## src/rtl/mult_pkg.sv

```systemverilog
// mult_pkg: shared state encoding and RV32M multiply op-code constants
package mult_pkg;
  typedef enum logic [2:0] {IDLE, LAUNCH, WAIT_BUSY, WAIT_DONE, CAPTURE, RESP} state_t;
  localparam logic [6:0] OPCODE_OP = 7'b0110011;
  localparam logic [2:0] F3_MUL = 3'b000;
  localparam logic [2:0] F3_MULH = 3'b001;
  localparam logic [2:0] F3_MULHSU = 3'b010;
  localparam logic [2:0] F3_MULHU = 3'b011;
  localparam logic [11:0] OP_MUL = {2'b01, F3_MUL, OPCODE_OP};
  localparam logic [11:0] OP_MULH = {2'b01, F3_MULH, OPCODE_OP};
  localparam logic [11:0] OP_MULHSU = {2'b01, F3_MULHSU, OPCODE_OP};
  localparam logic [11:0] OP_MULHU = {2'b01, F3_MULHU, OPCODE_OP};
  function automatic logic [11:0] op_code(input logic [2:0] funct3);
    return {2'b01, funct3, OPCODE_OP};
  endfunction
endpackage

```

## src/rtl/mult_word_sel.sv

```systemverilog
// mult_word_sel: picks the low product word for MUL, the high word for MULH/MULHSU/MULHU
module mult_word_sel
  import mult_pkg::*;
#(
  parameter int XLEN = 32
) (
  input  logic [1:0]        funct3,
  input  logic [2*XLEN-1:0] prod,
  output logic [XLEN-1:0]   word
);
  assign word = funct3 == F3_MUL[1:0] ? prod[XLEN-1:0] : prod[2*XLEN-1:XLEN];
endmodule

```

## src/rtl/mult_issue_ctrl.sv

```systemverilog
// mult_issue_ctrl: issue/writeback sequencer in front of the multiplier core.
// Optional watchdog: define MULT_ISSUE_CTRL_TIMEOUT_EN.
module mult_issue_ctrl
  import mult_pkg::*;
#(
  parameter int XLEN = 32,
  parameter int RD_W = 5,
  parameter int TIMEOUT_CYC = 64
) (
  input  logic              clk,
  input  logic              reset,
  input  logic              req_valid,
  output logic              req_ready,
  input  logic [2:0]        req_funct3,
  input  logic [XLEN-1:0]   req_rs1,
  input  logic [XLEN-1:0]   req_rs2,
  input  logic [RD_W-1:0]   req_rd,
  output logic              mul_en,
  output logic [11:0]       mul_op,
  output logic [XLEN-1:0]   mul_rs1,
  output logic [XLEN-1:0]   mul_rs2,
  input  logic              mul_idle,
  input  logic [2*XLEN-1:0] mul_rd,
  output logic              rsp_valid,
  input  logic              rsp_ready,
  output logic [XLEN-1:0]   rsp_data,
  output logic [RD_W-1:0]   rsp_rd,
  output logic              rsp_err
);
  state_t state, state_n;
  logic [1:0] sel;
  logic [XLEN-1:0] word;
  logic accept, bypass, waiting, timeout;
  assign accept = state == IDLE && req_valid;
  // the core never starts on all-zero operands, so those must skip it entirely
  assign bypass = req_funct3[2] || (req_rs1 == '0 && req_rs2 == '0);
  assign waiting = state == WAIT_BUSY || state == WAIT_DONE;
`ifdef MULT_ISSUE_CTRL_TIMEOUT_EN
  localparam int CW = $clog2(TIMEOUT_CYC + 1);
  logic [CW-1:0] cnt;
  assign timeout = waiting && cnt == CW'(TIMEOUT_CYC - 1);
  always_ff @(posedge clk)
    if (reset || state == LAUNCH) cnt <= '0;
    else if (waiting) cnt <= cnt + 1'b1;
`else
  logic unused_timeout_cyc;
  assign unused_timeout_cyc = |TIMEOUT_CYC;
  assign timeout = 1'b0;
`endif
  mult_word_sel #(.XLEN(XLEN)) u_sel (.funct3(sel), .prod(mul_rd), .word(word));
  always_ff @(posedge clk)
    if (reset) state <= IDLE;
    else state <= state_n;
  always_comb begin
    state_n = state;
    case (state)
      IDLE:      state_n = req_valid ? (bypass ? RESP : LAUNCH) : IDLE;
      LAUNCH:    state_n = WAIT_BUSY;
      WAIT_BUSY: state_n = mul_idle ? WAIT_BUSY : WAIT_DONE;
      WAIT_DONE: state_n = mul_idle ? CAPTURE : WAIT_DONE;
      CAPTURE:   state_n = RESP;
      RESP:      state_n = rsp_ready ? IDLE : RESP;
      default:   state_n = IDLE;
    endcase
    if (timeout) state_n = RESP;
  end
  always_comb begin
    req_ready = state == IDLE;
    mul_en = state == LAUNCH;
    rsp_valid = state == RESP;
  end
  always_ff @(posedge clk)
    if (reset) begin
      sel <= '0;
      mul_op <= '0;
      mul_rs1 <= '0;
      mul_rs2 <= '0;
      rsp_data <= '0;
      rsp_rd <= '0;
      rsp_err <= 1'b0;
    end else begin
      if (accept) begin
        sel <= req_funct3[1:0];
        mul_op <= op_code(req_funct3);
        mul_rs1 <= req_rs1;
        mul_rs2 <= req_rs2;
        rsp_rd <= req_rd;
        rsp_data <= '0;
        rsp_err <= req_funct3[2];
      end
      if (state == CAPTURE) rsp_data <= word;
      if (timeout) begin
        rsp_data <= '0;
        rsp_err <= 1'b1;
      end
    end
endmodule

```

## config.mk

```make
export PLATFORM = sky130hd
export DESIGN_NAME = mult_issue_ctrl
export DESIGN_NICKNAME = d
export VERILOG_FILES = /design/src/rtl/mult_pkg.sv /design/src/rtl/mult_word_sel.sv /design/src/rtl/mult_issue_ctrl.sv
export SDC_FILE = /design/constraint.sdc
export NUM_CORES = 1
export LEC_CHECK = 0
export ABC_CLOCK_PERIOD_IN_PS = 1650
export CAP_MARGIN = 20
export CORE_ASPECT_RATIO = 1.1
export CORE_MARGIN = 2
export CORE_UTILIZATION = 38
export CTS_BUF_LIST = sky130_fd_sc_hd__clkbuf_16
export DETAILED_ROUTE_END_ITERATION = 10
export PLACE_DENSITY = 0.87
export SLEW_MARGIN = 10
export SYNTH_ARGS = -nofsm -noshare
export SYNTH_HDL_FRONTEND = slang
export SYNTH_SLANG_ARGS = --single-unit
```

## constraint.sdc

```tcl
create_clock -name clk -period 1.65 [get_ports clk]
set_input_delay 0.33 -clock clk [delete_from_list [all_inputs] [get_ports clk]]
set_output_delay 0.33 -clock clk [all_outputs]
set_load 0.01 [all_outputs]
```

Word-level counts from Yosys, hierarchy flattened
Index checks and enable logic that the tools add are counted.

Register bits: 115. Logic and storage cells: 30. Output and inout bits: 117. Input port bits: 141.

Reductions and logical operators: 8. Equal/unequal tests: 5. Mux-type cells: 9.

Operators with widths (number): 2-to-1 mux 32 bit (3); zero test 32 bit (2); case mux 3 bit (6 select lines) (1); 2-to-1 mux 3 bit (4); equality test 3 x 2 -> 1 bit (second input constant) (2); equality test 3 bit (second input constant) (2); equality test 3 x 1 -> 1 bit (second input constant) (1); zero test 3 bit (1); logical AND 1 bit (2); zero test 2 bit (1); nonzero test 2 bit (1); logical OR 1 bit (1); 2-to-1 mux 1 bit (1).

Depth between registers and ports, before layout
Gate-level depths: netlist (run 1).

Depth after elaboration: 6. Depth in mapped cells: 7. Gate-level depth less buffers: 4.

Hierarchy
A second synthesis (run 1) with hierarchy kept.

Cells, all modules: 516. Area total of the unflattened synthesis: 4428.0 um2.

Modules (own cells, without submodules): mult_issue_ctrl (times used 1, sequential area each 2162.1 um2, area an instance 4007.6 um2, cells an instance 480); mult_word_sel (times used 1, sequential area each 0.0 um2, area an instance 420.4 um2, cells an instance 36).

Worst setup path after synthesis (run 1)
Ideal clock, no wire load.

Path type: reg2reg. Start: reg state[1]. End: reg mul_op[8]. Setup slack: 0.206 ns. Arrival time: 1.312 ns. Setup time: 0.132 ns. Path buffers: 3. Clock period less this slack: 1.444 ns. Required time: 1.518 ns. Stages on the path, launching flop included: 8. Cells stage by stage: dfxtp_1 buf_2 nor3_2 nand2_1 buf_2 buf_2 nand2_1 a21oi_1.

Word-level cells in the longest chain between the ends: 2.

Ends and longest elaborated chain: from (decl) (RTL line mult_issue_ctrl.sv:30) `state_t state, state_n;`; from (signal assigned) (RTL line mult_issue_ctrl.sv:53) `else state <= state_n;`; zero test 3 bit; via req_ready (RTL line mult_issue_ctrl.sv:13) `output logic req_ready,`; logical AND 1 bit (RTL line mult_issue_ctrl.sv:34) `assign accept = state == IDLE && req_valid;`; to (signal assigned) (RTL line mult_issue_ctrl.sv:84) `mul_op <= op_code(req_funct3);`; to (decl) (RTL line mult_issue_ctrl.sv:19) `output logic [11:0] mul_op,`.

The timed path passes the listed nets, and every way through them passes these cells. A chain may end at the register's enable or synchronous reset.

Worst setup path after layout (run 1)
Start: in req_rs2[26]. End: reg state[2].

Word-level cells in the longest chain between the ends: 6.

Ends and longest elaborated chain: from (decl) (RTL line mult_issue_ctrl.sv:16) `input logic [XLEN-1:0] req_rs2,`; zero test 32 bit (RTL line mult_issue_ctrl.sv:36) `assign bypass = req_funct3[2] || (req_rs1 == '0 && req_rs2 == '0);`; logical AND 1 bit (RTL line mult_issue_ctrl.sv:36); logical OR 1 bit (RTL line mult_issue_ctrl.sv:36); 2-to-1 mux 3 bit (2 in a row) (RTL line mult_issue_ctrl.sv:57) `IDLE: state_n = req_valid ? (bypass ? RESP : LAUNCH) : IDLE;`; case mux 3 bit (6 select lines) (RTL line mult_issue_ctrl.sv:56) `case (state)`.

No other way between the ends.

==> impl_metrics.csv, run 1 <==
group,metric,value,unit
layout,layout-drive-gt1-share,0.128,
routing,wl,14.5,mm
routing,wl_per_cell,15.2,um
place,hpwlAfterDp,10.8,mm
routing,remaining_drc_errors,0,
cts,numCtsBuffers,9,
yosys,syn-instance-count,550,
global_route,grt_antenna_before_repair,0,
floorplan,io_pins,258,
floorplan,die_area,0.0126,mm^2
power_and_ir_drop,finalPower,0.00675,W
layout,final_common_cell,"clkdlybuf4s50_1",
critical_path,path_max_fanout,2,
routing,top_layer_used,"met4",
power_and_ir_drop,peakVddDrop,0.000470,V
worst_hold_path,hold_path.class,"input pin to register",
cts,cts.sinks,108,
layout,most-common-layout-cells,"clkdlybuf4s50_1, nand2_1, a21oi_1, dfxtp_1",
run,cap_violations,0,
run_status,outcome,"finished clean",
critical_path,critPathKind,"input pin to register",
cts,hold_buffers,0,
power_and_ir_drop,power.leakage,2.94,nW
routing,postRouteAntennaNets,0,
routing,met3WireLength,1.28,mm
routing,drt_iter0_markers,228,
yosys,netlist-cell-type-count,26,
timing,setup_tns,0,ps
global_route,grt_pass1_wl,22.4,mm
layout,n_antenna_cell,0,
yosys,synth_area,0.00444,mm^2
yosys,synth_warnings,0,
timing,finalClockSkew,10.7,ps
routing,vias,4749,
floorplan,core,0.0114,mm^2
cts,clk_latency,340,ps
routing,dr_wl_met2,7.58,mm
floorplan,die_y,117,um
routing,drtPass1Iterations,5,
layout,syn2layout_area_growth,71.8,%
cts,clk_pin_slew,70,ps
yosys,synth-seq-cells,108,
cts,clk_path_buf_depth,2,
timing,rsz0062_at_grt,"true",
global_route,gr-total-overflow,0,
routing,wl_met1,5.29,mm
place,gp_congestion,0.822,
cts,root_buffer,"clkbuf_16",
yosys,syn_area_per_cell,8.08,um^2
timing,timing.fmax,606,MHz
power_and_ir_drop,power_density,885,mW/mm^2
yosys,yosysSeqAreaShare,0.487,
global_route,grt_pass1_vias,4554,
place,numPortBuffers,253,
cts,cts_setup_buffers,0,
critical_path,cp.required,1910,ps
critical_path,worstPathArrival,1910,ps
floorplan,fp-row-count,41,
timing,maxSlewViolCount,0,
timing,fin_crit,1650,ps
cts,cts-htree-levels,3,
floorplan,start_util,0.388,
floorplan,fp.dieW,107,um
critical_path,cp-end-kind,"register",
critical_path,worst_setup_path_start_kind,"input pin",
layout,layout.nets,939,
global_route,grt_max_degree,55,
layout,final_util,0.667,
global_route,track_usage,0.223,
routing,via_per_inst,4.98,
timing,setup_viol,0,
timing,hold_violations,0,
cts,cts_tree,"built",
timing,finalCritPeriodShare,1.00,
kinds of logic after synthesis:
kind of cell           synth area share
AND/OR/NAND/NOR                   0.240
buffers and inverters            0.0634
other                          0.000844
multiplexers                     0.0834
flip-flops                        0.487
AO/OA/AOI/OAI                     0.126
synth_stat cells:
| cell type | number | area (um^2) |
|---|---|---|
| nand2_1 | 178 | 668 |
| dfxtp_1 | 108 | 2160 |
| a21oi_1 | 107 | 536 |
| mux2_2 | 32 | 360 |
| nand3_1 | 32 | 160 |
| clkbuf_1 | 18 | 67.6 |
| buf_4 | 17 | 128 |
| buf_2 | 15 | 75.1 |
| nor4_1 | 13 | 81.3 |
| nor2_1 | 6 | 22.5 |
| nand4_1 | 4 | 25.0 |
| nor4_2 | 4 | 50.1 |
| and2_1 | 2 | 12.5 |
| buf_1 | 2 | 7.51 |
| a221o_1 | 1 | 10.0 |
| a31oi_1 | 1 | 6.26 |
| and3_1 | 1 | 6.26 |
| and3b_1 | 1 | 8.76 |
| conb_1 | 1 | 3.75 |
| inv_1 | 1 | 3.75 |
| mux2i_1 | 1 | 10.0 |
| nand2b_1 | 1 | 6.26 |
| nor3_2 | 1 | 10.0 |
| nor3b_1 | 1 | 7.51 |
| o21bai_1 | 1 | 7.51 |
| or4_1 | 1 | 7.51 |
power by group:
part | total (W) | internal, W | switching [W]
sequential | 0.00293 | 0.00281 | 0.000114
clock | 0.00192 | 0.00100 | 0.000916
combinational | 0.00191 | 0.00104 | 0.000870
total | 0.00675 | 0.00485 | 0.00190
worst paths after layout:
path                                   end  cells after the start  slack [ps]                     start
setup / recovery       state[2]$_SDFF_PP0_                      5         0.3               req_rs2[26]
hold / removal     mul_rs2[9]$_SDFFE_PP0P_                      3         280                req_rs2[9]
setup reg to reg  mul_rs2[12]$_SDFFE_PP0P_                      6          80       state[0]$_SDFF_PP0_
hold reg to reg   mul_rs2[20]$_SDFFE_PP0P_                      2         450  mul_rs2[20]$_SDFFE_PP0P_
per-layer routing:
layer  GRT usage  vias to the layer above
li1            -                     2332
met2       0.398                      192
met3      0.0634                       25
met5           0                        -
met4       0.101                        0
met1       0.239                     2200
flip-flops by register name, indices dropped and copies added, names as in the netlist:
| name | count |
|---|---|
| mul_rs1 | 32 |
| mul_rs2 | 32 |
| rsp_data | 32 |
| rsp_rd | 5 |
| mul_op | 3 |
| state | 3 |
| sel | 1 |
worst max-delay path, stage by stage:
cell             delay (ps)
clkdlybuf4s50_1         440
nor4_2                  280
nand4_1                 160
or4_4                   540
a31oi_1                 160
final cells by class:
cell class	count	area, um^2
Clock buffer	9	225
Tap cell	150	188
Multi-Input combinational cell	392	2110
Clock inverter	7	36.3
Timing Repair Buffer	286	2900
Inverter	1	3.75
Sequential cell	108	2160
Fill cell	924	3810
what timing repair did:
action	in CTS	in global routing
pin swaps	10	19
gates resized for setup	25	30
setup endpoints to repair	9	3
through the flow:
| stage | std cells | hold WS (ps) | worst slack, ps | instance area, um^2 |
|---|---|---|---|---|
| after floorplan | 553 | 465 | 206 | 4450 |
| after global placement | 938 | 438 | -546 | 7250 |
| after detailed placement | 938 | 445 | -552 | 7250 |
| after CTS | 953 | 384 | -4.10 | 7530 |
| after global routing | 953 | 288 | -76.2 | 7630 |
| final | 953 | 284 | 0.278 | 7630 |
Note: power is estimated with default switching activity, not from simulation.
==> run 2: changes to the inputs <==
ABC_AREA = 1   (was unset)
CORE_UTILIZATION = 39   (was 38)
==> run 2 against run 1 <==
Compared with the run above: clock skew is 3.2 ps lower; register-to-register slack better by 100 ps; cell count is 8.5% higher; clock power is 24% higher; worst hold slack better by 65 ps; area after synthesis is 6.7% higher; largest cell class unchanged; count of clock-buffer cells in the layout stayed put; sequential share of layout area is 0.70 points lower; critical endpoint is now mul_op[1]; worst setup slack better by 45 ps; sequential power is 2% higher; global-route usage is 0.15 points lower.
==> impl_metrics.csv, run 2 <==
group,metric,value,unit
yosys,synth_ff_type,"dfxtp_1",
yosys,syn_area_per_cell,7.61,um^2
global_route,grt_pass1_wl,22.8,mm
critical_path,cp-end-kind,"output port",
routing,wl_per_cell,14.2,um
place,dp.cells,1015,
run,cap_violations,0,
critical_path,worstPathArrival,1280,ps
timing,fin_crit,1610,ps
cts,cts-htree-levels,3,
timing,maxSlewViolCount,0,
layout,syn2layout_area_growth,65.4,%
yosys,yosysTopAreaCell,"dfxtp_1",
layout,layout-drive-gt1-share,0.161,
yosys,syn-instance-count,623,
routing,drt_iter0_markers,306,
timing,hold_violations,0,
layout,instances_no_fill,1034,
routing,postRouteAntennaNets,0,
yosys,synth.most_common_cell,"nand2_1",
yosys,synth_edf_count,0,
cts,cts_tree,"built",
layout,reg.largest.list,"mul_rs1 x32, mul_rs2 x32, rsp_data x32",
routing,vias,4912,
yosys,synth_area,0.00474,mm^2
layout,layout.nets,1016,
place,gp_congestion,0.840,
layout,final_common_cell,"clkdlybuf4s50_1",
layout,most-common-layout-cells,"clkdlybuf4s50_1, nand2_1, nor2_1, dfxtp_1, a21oi_1",
yosys,yosys-top-cells-area,"dfxtp_1, nand2_1, nor2_1",
timing,setup_viol,0,
yosys,synthTopCellsByCount,"nand2_1, dfxtp_1, nor2_1",
critical_path,cp_num_buf_inv,1,
critical_path,slowest_stage,"clkdlybuf4s50_1",
cts,clk_path_buf_depth,2,
critical_path,path_cells,"clkdlybuf4s50_1",
floorplan,fp.dieW,109,um
cts,clk_pin_slew,70,ps
place,placed_area,0.00746,mm^2
routing,drtPass1Iterations,4,
routing,via_per_inst,4.75,
power_and_ir_drop,peakVddDrop,0.000610,V
critical_path,critical_path.top_delay_family,"buffers and inverters",
critical_path,cp.required,1320,ps
timing,rsz0062_at_grt,"true",
timing,finalClockSkew,7.50,ps
global_route,grt_pass1_vias,4801,
routing,wl,14.7,mm
layout,fill_cells,1016,
power_and_ir_drop,power_density,978,mW/mm^2
cts,clk_latency,330,ps
floorplan,core,0.0119,mm^2
layout,n_antenna_cell,0,
cts,root_buffer,"clkbuf_16",
yosys,synth_top_area_share,0.456,
critical_path,critPathKind,"register to output port",
critical_path,critPathMaxStageDelay,550,ps
timing,finalCritPeriodShare,0.973,
power_and_ir_drop,power.leakage,2.96,nW
critical_path,path_max_fanout,6,
place,hpwlAfterDp,10.8,mm
global_route,track_usage,0.221,
layout,final_cell_area,0.00784,mm^2
yosys,yosysSeqAreaShare,0.456,
global_route,gr-total-overflow,0,
yosys,synth-seq-cells,108,
floorplan,die_area,0.0131,mm^2
yosys,synth_warnings,0,
yosys,netlist-cell-type-count,26,
yosys,synthArstFlopShare,0,
place,numPortBuffers,253,
global_route,grt_antenna_before_repair,0,
cts,cts.sinks,108,
floorplan,fp-row-count,42,
global_route,grt_max_degree,43,
run_status,outcome,"finished clean",
floorplan,io_pins,258,
worst_hold_path,hold_path.class,"input pin to register",
floorplan,die_y,120,um
floorplan,start_util,0.397,
routing,remaining_drc_errors,0,
timing,timing.fmax,623,MHz
cts,numCtsBuffers,9,
critical_path,worst_setup_path_start_kind,"register",
## run 2: power breakdown
group          switching, W  leakage (nW)  internal, W
Sequential         0.000142         0.884      0.00285
Clock              0.000917         0.169      0.00147
Combinational       0.00112          1.90      0.00117
Total               0.00218          2.96      0.00549
## run 2: path summary, 6_finish.rpt
| kind | start | to | slack (ps) | cells past startpoint |
|---|---|---|---|---|
| min | reset | mul_rs1[12]$_SDFFE_PP0P_ | 350 | 2 |
| max | mul_op[5]$_SDFFE_PP0P_ | mul_op[1] | 40 | 1 |
| min reg2reg | rsp_data[13]$_SDFFE_PP0P_ | rsp_data[13]$_SDFFE_PP0P_ | 460 | 2 |
| max reg2reg | state[0]$_SDFF_PP0_ | mul_rs1[20]$_SDFFE_PP0P_ | 180 | 9 |
## run 2: cells by family after synthesis
logic type	share of synthesized area
buf+inv	0.0813
flops	0.456
compound gates	0.185
other cells	0.000791
simple gates	0.276
## run 2: stage by stage
stage / util / TNS, ps / setup slack (ps) / power [W] / hold WS, ps
after floorplan: - / 0 / 307 / 0.00421 / 439
after global placement: 0.625 / -4630 / -124 / 0.00528 / 447
after detailed placement: 0.625 / -8820 / -218 / 0.00532 / 453
after CTS: 0.654 / -0.551 / -0.551 / 0.00776 / 344
after global routing: 0.657 / -1.76 / -1.52 / 0.00807 / 351
final: 0.657 / 0 / 44.9 / 0.00767 / 349
## run 2: area by class of cell
class | instances | area [um^2] | area share
clock buffer | 9 | 225 | 0.0287
tap | 154 | 193 | 0.0246
timing repair buffer | 285 | 2880 | 0.368
inverter | 10 | 40.0 | 0.00511
multi-input combinational | 461 | 2220 | 0.283
clock inverter | 7 | 109 | 0.0139
sequential | 108 | 2170 | 0.277
## run 2: what timing repair did
item	in CTS	in global routing
resized for setup	10	13
endpoints found under the hold margin	0	0
hold buffers	0	0
endpoints found under the setup margin	43	93
setup buffers	0	2
cloned	1	0
pin swaps	1	1
## run 2: routing by layer
metal / vias to the layer above / part of all wire / global-route usage / wire [um]
met5: - / 0 / 0 / 0
met4: 0 / 0.016 / 0.0569 / 239
met3: 18 / 0.12 / 0.0956 / 1750
met2: 200 / 0.49 / 0.391 / 7130
met1: 2207 / 0.38 / 0.239 / 5580
li1: 2487 / - / - / -
